[src/rtl/spi_tx_frame_ctrl.sv]
// Byte FIFO feeding an external SPI transmitter; whole frames are released only once their
// last byte is queued, and chip select is held high for a guaranteed gap between frames.
module spi_tx_frame_ctrl #(
    parameter int DEPTH  = 8,
    parameter int CS_GAP = 4
) (
    input  logic                   clk,
    input  logic                   reset_n,
    input  logic                   wr_en,
    input  logic [7:0]             wr_data,
    input  logic                   wr_last,
    input  logic                   err_clr,
    input  logic                   spi_valid,
    output logic [7:0]             spi_data,
    output logic                   spi_cs,
    output logic                   full,
    output logic                   empty,
    output logic                   busy,
    output logic                   frame_done,
    output logic                   overflow,
    output logic [$clog2(DEPTH):0] level,
    output logic [1:0]             dbg_state
);

    localparam int AW = $clog2(DEPTH);
    localparam int LW = AW + 1;
    localparam int GW = (CS_GAP < 2) ? 1 : $clog2(CS_GAP + 1);
    localparam logic [LW-1:0] DEPTH_L = LW'(DEPTH);
    localparam logic [GW-1:0] GAP_L   = GW'(CS_GAP);

    // IDLE is encoded as 0 so the debug view reads zero out of reset.
    typedef enum logic [1:0] {
        IDLE  = 2'd0,
        LOAD  = 2'd1,
        SHIFT = 2'd2,
        GAP   = 2'd3
    } state_t;

    state_t          state_q, state_d;
    logic [AW-1:0]   wr_ptr_q, wr_ptr_d;
    logic [AW-1:0]   rd_ptr_q, rd_ptr_d;
    logic [LW-1:0]   level_q, level_d;
    logic [LW-1:0]   pend_q, pend_d;
    logic [7:0]      spi_data_q, spi_data_d;
    logic            cur_last_q, cur_last_d;
    logic            spi_cs_q, spi_cs_d;
    logic            frame_done_q, frame_done_d;
    logic            overflow_q, overflow_d;
    logic [GW-1:0]   gap_cnt_q, gap_cnt_d;

    logic [8:0]      mem_q [DEPTH];
    logic [8:0]      head;
    logic            push;
    logic            pop;
    logic            pend_inc;
    logic            pend_dec;

    assign full      = (level_q == DEPTH_L);
    assign empty     = (level_q == '0);
    assign head      = mem_q[rd_ptr_q];
    assign push      = wr_en && !full;
    assign pend_inc  = push && wr_last;
    assign pend_dec  = pop && head[8];

    assign spi_data   = spi_data_q;
    assign spi_cs     = spi_cs_q;
    assign frame_done = frame_done_q;
    assign overflow   = overflow_q;
    assign level      = level_q;
    assign busy       = (state_q != IDLE);
    assign dbg_state  = state_q;

    // Storage carries no reset: occupancy is defined entirely by the pointers and level.
    always_ff @(posedge clk) begin
        if (push) begin
            mem_q[wr_ptr_q] <= {wr_last, wr_data};
        end
    end

    always_comb begin
        wr_ptr_d   = wr_ptr_q;
        rd_ptr_d   = rd_ptr_q;
        level_d    = level_q;
        pend_d     = pend_q;
        overflow_d = overflow_q;
        if (push) begin
            wr_ptr_d = wr_ptr_q + AW'(1);
        end
        if (pop) begin
            rd_ptr_d = rd_ptr_q + AW'(1);
        end
        if (push && !pop) begin
            level_d = level_q + LW'(1);
        end else if (!push && pop) begin
            level_d = level_q - LW'(1);
        end
        if (pend_inc && !pend_dec) begin
            pend_d = pend_q + LW'(1);
        end else if (!pend_inc && pend_dec) begin
            pend_d = pend_q - LW'(1);
        end
        // A dropped write wins over a simultaneous clear.
        if (wr_en && full) begin
            overflow_d = 1'b1;
        end else if (err_clr) begin
            overflow_d = 1'b0;
        end
    end

    always_comb begin
        state_d      = state_q;
        spi_data_d   = spi_data_q;
        cur_last_d   = cur_last_q;
        spi_cs_d     = spi_cs_q;
        frame_done_d = 1'b0;
        gap_cnt_d    = gap_cnt_q;
        pop          = 1'b0;
        case (state_q)
            IDLE: begin
                spi_cs_d = 1'b1;
                // Only complete frames are started, so the FIFO cannot run dry mid-frame.
                if (pend_q != '0) begin
                    state_d = LOAD;
                end
            end
            LOAD: begin
                spi_data_d = head[7:0];
                cur_last_d = head[8];
                pop        = 1'b1;
                spi_cs_d   = 1'b0;
                state_d    = SHIFT;
            end
            SHIFT: begin
                spi_cs_d = 1'b0;
                if (spi_valid) begin
                    if (!cur_last_q) begin
                        spi_data_d = head[7:0];
                        cur_last_d = head[8];
                        pop        = 1'b1;
                    end else begin
                        spi_cs_d     = 1'b1;
                        frame_done_d = 1'b1;
                        gap_cnt_d    = GAP_L;
                        state_d      = GAP;
                    end
                end
            end
            GAP: begin
                spi_cs_d = 1'b1;
                if (gap_cnt_q <= GW'(1)) begin
                    state_d = IDLE;
                end else begin
                    gap_cnt_d = gap_cnt_q - GW'(1);
                end
            end
            default: begin
                state_d  = IDLE;
                spi_cs_d = 1'b1;
            end
        endcase
    end

    always_ff @(posedge clk or negedge reset_n) begin
        if (!reset_n) begin
            state_q      <= IDLE;
            wr_ptr_q     <= '0;
            rd_ptr_q     <= '0;
            level_q      <= '0;
            pend_q       <= '0;
            spi_data_q   <= 8'h00;
            cur_last_q   <= 1'b0;
            spi_cs_q     <= 1'b1;
            frame_done_q <= 1'b0;
            overflow_q   <= 1'b0;
            gap_cnt_q    <= '0;
        end else begin
            state_q      <= state_d;
            wr_ptr_q     <= wr_ptr_d;
            rd_ptr_q     <= rd_ptr_d;
            level_q      <= level_d;
            pend_q       <= pend_d;
            spi_data_q   <= spi_data_d;
            cur_last_q   <= cur_last_d;
            spi_cs_q     <= spi_cs_d;
            frame_done_q <= frame_done_d;
            overflow_q   <= overflow_d;
            gap_cnt_q    <= gap_cnt_d;
        end
    end

endmodule

[config.mk]
export PLATFORM = sky130hd
export DESIGN_NAME = spi_tx_frame_ctrl
export DESIGN_NICKNAME = d
export VERILOG_FILES = /design/src/rtl/spi_tx_frame_ctrl.sv
export SDC_FILE = /design/constraint.sdc
export NUM_CORES = 1
export LEC_CHECK = 0
export BUFFER_PORTS_ARGS = -buffer_cell sky130_fd_sc_hd__buf_2
export CAP_MARGIN = 20
export CORE_MARGIN = 2
export CORE_UTILIZATION = 40
export CTS_CLUSTER_DIAMETER = 60
export DETAILED_ROUTE_END_ITERATION = 8
export MAX_ROUTING_LAYER = met4
export PLACE_DENSITY = 0.6
export RECOVER_POWER = 50
export SLEW_MARGIN = 20
export SYNTH_ARGS = -nofsm -noshare
export SYNTH_HDL_FRONTEND = slang
export SYNTH_SLANG_ARGS = --single-unit
[constraint.sdc]
create_clock -name clk -period 3.3 [get_ports clk]
set_input_delay 0.165 -clock clk [delete_from_list [all_inputs] [get_ports clk]]
set_output_delay 0.165 -clock clk [all_outputs]
set_load 0.005 [all_outputs]
==> out/results.ini, run 1 <==
[clock_tree]
tritoncts=done
cts_buffer_depth=2
clock_latency_ns=0.34
path_clk_slew_ns=0.06
cts_root_buffer=clkbuf_16
cts_resized=0
h-tree-depth=3
clock_sinks=103
numCtsBuffers=9

[route]
viasPerCell=5.215
vias=2649
drtIter0Drc=204
drt_pass1_iterations=4
wirelength_um=8457
ant_nets=0
post-route-drc-count=0
routedWlPerCell_um=16.65

[placed_design]
globalplace.congestion=0.7742
numPortBuffers=33
dp_hpwl_um=5614

[logic_synthesis]
synth_edf_count=72
synth_area_leaders=edfxtp_1, dfrtp_1, mux2i_1, ha_1, a22oi_1
yosys.area_share.adder=0.05050
yosys_warnings=0
synth_top_family_by_area=multiplexers
synthSimpleGateAreaFrac=0.06604
synthCells=318
synth_compound_area_frac=0.08685
synth.net_count=349
synth.distinct_cells=39
yosysTopAreaCell=edfxtp_1
synth-xor-area-share=0.01554
ys_seq_elements=103
synth.area.mux_share=0.09739
yosys_most_used_dff=edfxtp_1
synth-seq-area-share=0.6518
netlist.area_leader.share=0.4795
avgSynthCellArea_sq_um=14.18
netlist_area_sq_um=4509
async_flop_share=0.3010

[worst_hold_path]
min_from=err_clr
hold_class=in2reg
whs_endpoint=overflow
holdPathStages=2

[power]
total_power_mw=4.828
p_per_area_nw_per_um2=937.7
ir_worst_vdd_uv=327.6
p_leak_nw=2.017

[outcome]
status=complete, but fails checks
violations=max-capacitance violations, max-slew violations

[global_route]
grt-ovfl-total=0
grt_start_max_net_pins=32
use_met1=0.2188
use_met3=0.02646
grt_pass1_vias=2622
antenna_found_initial=0
grt_usage=0.1606
top_usage_layer=met2
grt_pass1_wl_um=13800
grtUsageMet2=0.2401

[worst_setup_path]
reg2reg_to=pend_q[3]
ff2ff_setup_slack_ns=0.29
crit_required_ns=3.51
startpoint_type=flop
crit_type=reg2reg
cp.arrival_ns=3.22
worstRegToRegCells=10
cp_max_fo=9
crit_path_end_kind=flop
r2r_start=rd_ptr_q[2]

[sta]
min_period_ns=3.009
hold_violations=0
fin_crit_sh=0.9119
finalSetupViolCount=0
worst_pin_slew_ns=1.828
fin_skew_ns=0.005948
max_freq_ghz=0.3323
final_max_slew_viol_count=32
relSlewSlack=-0.2185
tns_ns=0
rsz0062_at_grt=false

[job]
cap_violations=1

[final_layout]
multi_input_area_sq_um=1426
fin_util=0.4708
final_common_cell=edfxtp_1
fin_nets=394
regArea_sq_um=2940
drive_gt1_frac=0.1359
mostFrequentLayoutCells=edfxtp_1, mux2i_1, dfrtp_1
n_fill_cell=986
antennaDiodeCount=0
syn_to_final_growth_pct=14.18

[floorplan]
die_w_um=110.2
initial_core_util=0.4124
pin_count=34
core_sq_um=10940
rows=38
die_h_um=110.2
fp.dieArea_sq_um=12140

==> per-layer routing <==
metal	part of all wire	vias up
met2	0.47	32
met5	0	-
met1	0.48	1329
li1	-	1278
met4	0.016	0
met3	0.029	10
==> through the flow <==
stage	cells	worst slack (ns)	hold WS, ns	area (sq um)
after floorplan	318	0.6324	-0.1306	4509
after global placement	491	0.4186	0.2845	4861
after detailed placement	491	0.2847	0.2932	4861
after CTS	508	0.2874	0.007595	5170
after global routing	508	0.04242	0.03303	5149
final	508	0.2907	0.01316	5149
==> worst max-delay path: stages (launching register included) <==
cell and delay [ns]:
dfrtp_1 0.41, nor2b_1 0.70, a22oi_1 0.15, nand2_1 0.15, or2_1 0.12, ha_1 0.20, inv_1 0.12, ha_1 0.29
a21o_1 0.21, a2111oi_0 0.40, o31ai_1 0.13
==> final cells by class <==
cell class,count,share of cell area
well taps,140,0.03402
multi-input cells,185,0.2770
flip-flops and latches,103,0.5711
inverters,19,0.01385
clock inverters,4,0.01021
clock buffers,12,0.04787
repair buffers,45,0.04593
==> power by group <==
part / internal (mW) / switching, mW
clock network: 0.614 / 0.450
logic: 0.796 / 0.985
registers: 1.73 / 0.251
total: 3.14 / 1.69
==> cells in the mapped netlist, types with 5 or more instances <==
cell,number
a21oi_1,8
a22oi_1,18
clkbuf_1,5
dfrtp_1,30
edfxtp_1,72
ha_1,15
inv_1,19
mux2i_1,39
nand2_1,14
nand3_1,9
nor2_1,12
nor3_1,9
o21ai_0,19
xnor2_1,6
==> how the worst max path moves through the flow <==
stage | start | cells past startpoint | endpoint
global route | rd_ptr_q[2] | 10 | pend_q[3]
detailed placement | rd_ptr_q[2] | 10 | pend_q[3]
floorplan | dbg_state[0] | 11 | pend_q[3]
CTS | rd_ptr_q[2] | 10 | pend_q[3]
global placement | dbg_state[0] | 11 | pend_q[3]
finish | rd_ptr_q[2] | 10 | pend_q[3]
==> repair_timing <==
item                                   CTS  global route
endpoints found under the hold margin   30             0
setup buffers                            0             0
hold buffers                             1             0
==> kinds of logic (layout without fill, tap and decap cells) <==
group,Yosys count,after routing
AO/OA/AOI/OAI,59,59
XOR/XNOR,8,8
adder cells (fa/ha/maj),17,17
buffers and inverters,30,80
flip-flops,103,103
multiplexers,43,43
AND/OR/NAND/NOR,58,58
==> state kept, by name (all words and copies together) (netlist names) <==
register	count
spi_data	8
pend_q	4
frame_done	1
spi_cs	1
level	4
mem_q	72
wr_ptr_q	3
gap_cnt_q	3
cur_last_q	1
overflow	1
dbg_state	2
rd_ptr_q	3
No activity file was read; power rests on OpenSTA's default activity.
==> run 2: changes to the inputs <==
- CELL_PAD_IN_SITES_DETAIL_PLACEMENT: not set -> 1
- CELL_PAD_IN_SITES_GLOBAL_PLACEMENT: not set -> 2
- PLACE_DENSITY: 0.6 -> 0.78
==> out/results.ini, run 2 (synthesis results as in run 1) <==
[route]
drtIter0Drc=144  ; -29%
wirelength_um=9343  ; +10%
post-route-drc-count=0  ; unchanged
vias=2671  ; +0.83%
drt_pass1_iterations=4  ; unchanged
viasPerCell=5.248  ; +0.63%
ant_nets=0  ; unchanged
routedWlPerCell_um=18.36  ; +10%

[sta]
fin_crit_sh=0.9103  ; -0.001600
relSlewSlack=-0.1932  ; +0.02521
min_period_ns=3.004  ; -0.005279 ns
fin_skew_ns=0.006736  ; +0.0007885 ns
tns_ns=0  ; unchanged
final_max_slew_viol_count=32  ; unchanged
max_freq_ghz=0.3329  ; +0.18%
whs_ns=0.03287  ; +0.01971 ns
worst_pin_slew_ns=1.790  ; -0.03782 ns
hold_violations=0  ; unchanged
rsz0062_at_grt=false
finalSetupViolCount=0  ; unchanged

[worst_setup_path]
path_common_cell=ha_1
cp_max_fo=7  ; -2
worstRegToRegCells=11  ; +1
critPathMaxStageDelay_ns=0.44  ; -0.26 ns
worst_path_max_delay_cell=dfrtp_1
path_cells=inv_1, ha_1, and3b_1, o21ai_2, or2_1, ha_1, inv_1, ha_1, a21o_1, a2111oi_1, o31ai_1
crit_path_end_kind=flop
r2r_start=dbg_state[0]
worstSetupEndpoint=pend_q[3]
cp.arrival_ns=3.22  ; about the same
reg2reg_to=pend_q[3]
ff2ff_setup_slack_ns=0.30  ; about the same
crit_type=reg2reg
crit_required_ns=3.52  ; about the same
startpoint=dbg_state[0]
startpoint_type=flop

[clock_tree]
post_cts_buffers=0  ; unchanged
path_clk_slew_ns=0.07  ; about the same
tritoncts=done
cts_root_buffer=clkbuf_16
clock_latency_ns=0.35  ; about the same
h-tree-depth=3  ; unchanged
cts_buffer_depth=2  ; unchanged
numCtsBuffers=9  ; unchanged
clock_sinks=103  ; unchanged

[power]
p_per_area_nw_per_um2=950.5  ; +1.4%
p_leak_nw=2.022  ; +0.26%
ir_worst_vdd_uv=330.9  ; +1.0%

[final_layout]
drive_gt1_frac=0.1409  ; +0.005052
regMostFlops=mem_q
fin_nets=395  ; +0.25%
stdcell_count=509  ; +0.20%
mostFrequentLayoutCells=edfxtp_1, mux2i_1, dfrtp_1, inv_1, o21ai_0
syn_to_final_growth_pct=14.51
fin_util=0.4722  ; +0.001373
n_fill_cell=1153  ; +17%
antennaDiodeCount=0  ; unchanged
final_common_cell=edfxtp_1
largest_reg_flops=72  ; unchanged

[floorplan]
fp.dieArea_sq_um=12140  ; unchanged
die_h_um=110.2  ; unchanged
core_sq_um=10940  ; unchanged
initial_core_util=0.4124  ; unchanged
pin_count=34  ; unchanged
rows=38  ; unchanged
die_w_um=110.2  ; unchanged

[global_route]
antenna_found_initial=0  ; unchanged
grt_usage=0.1758  ; +0.01521
grt_pass1_vias=2817  ; +7.4%
grt_start_max_net_pins=32  ; unchanged
grt-ovfl-total=0  ; unchanged
grt_pass1_wl_um=15170  ; +9.9%

[outcome]
status=complete, but fails checks
violations=max-capacitance violations, max-slew violations

[placed_design]
numPortBuffers=33  ; unchanged
placed_cells=491  ; unchanged
dp_hpwl_um=6300  ; +12%
globalplace.congestion=0.7645  ; -1.3%

[worst_hold_path]
hold_class=in2reg
min_from=wr_en

[job]
cap_violations=1  ; unchanged

run 2: cell count changes in the layout (fill, tap and decap cells not counted), sizes merged:
| cell | before | now |
|---|---|---|
| dlygate4sd3 | 1 | 2 |
| clkinv | 1 | 4 |
| clkbuf | 29 | 26 |
run 2: what timing repair did:
item / 4_1_cts / 5_1_grt
hold endpoints to repair: 31 / 0
hold buffers: 2 / 0
resized for setup: 0 / 4
setup endpoints to repair: 0 / 2
run 2: worst min-delay path by stage:
stage / end / slack, ns / depth (start not counted)
2_1_floorplan: cur_last_q / -0.13 / 0
3_3_place_gp: overflow / 0.28 / 1
3_5_place_dp: overflow / 0.28 / 1
4_1_cts: overflow / 0.03 / 3
5_1_grt: overflow / 0.05 / 3
6_report: overflow / 0.03 / 3
run 2: layout make-up:
| cell class | count | area, sq um | share of cell area |
|---|---|---|---|
| inverters | 19 | 71.32 | 0.01381 |
| repair buffers | 46 | 246.5 | 0.04773 |
| multi-input cells | 185 | 1434 | 0.2777 |
| flip-flops and latches | 103 | 2940 | 0.5694 |
| well taps | 140 | 175.2 | 0.03392 |
| clock buffers | 9 | 225.2 | 0.04362 |
| clock inverters | 7 | 71.32 | 0.01381 |
run 2: worst max-delay path, delay by kind of cell, from the launching register on:
family | cells | cell delay [ns]
AOI/OAI and AO/OA | 4 | 1.03
adders and majority gates | 3 | 0.80
DFF | 1 | 0.44
and+or+nand+nor | 2 | 0.40
buffers and inverters | 2 | 0.23
run 2: per-stage QoR:
| stage | cell area, sq um | total power, mW | setup slack, ns |
|---|---|---|---|
| finish | 5164 | 4.908 | 0.2960 |
| global route | 5164 | 5.265 | 0.04125 |
| CTS | 5177 | 4.955 | 0.2651 |
| detailed placement | 4861 | 3.871 | 0.2564 |
| global placement | 4861 | 3.778 | 0.3896 |
| floorplan | 4509 | 3.298 | 0.6324 |
run 2: power by group:
part	switching (mW)	leakage, nW	internal [mW]
registers	0.257	1.02	1.73
logic	1.04	0.851	0.805
clock network	0.483	0.147	0.591
total	1.78	2.02	3.13
run 2: layer usage:
metal  track usage  wire, um  part of all wire
met4       0.06429       162             0.017
met3       0.02998       265             0.028
met5             -         0                 0
met1        0.2355      4482              0.48
met2        0.2713      4432              0.47
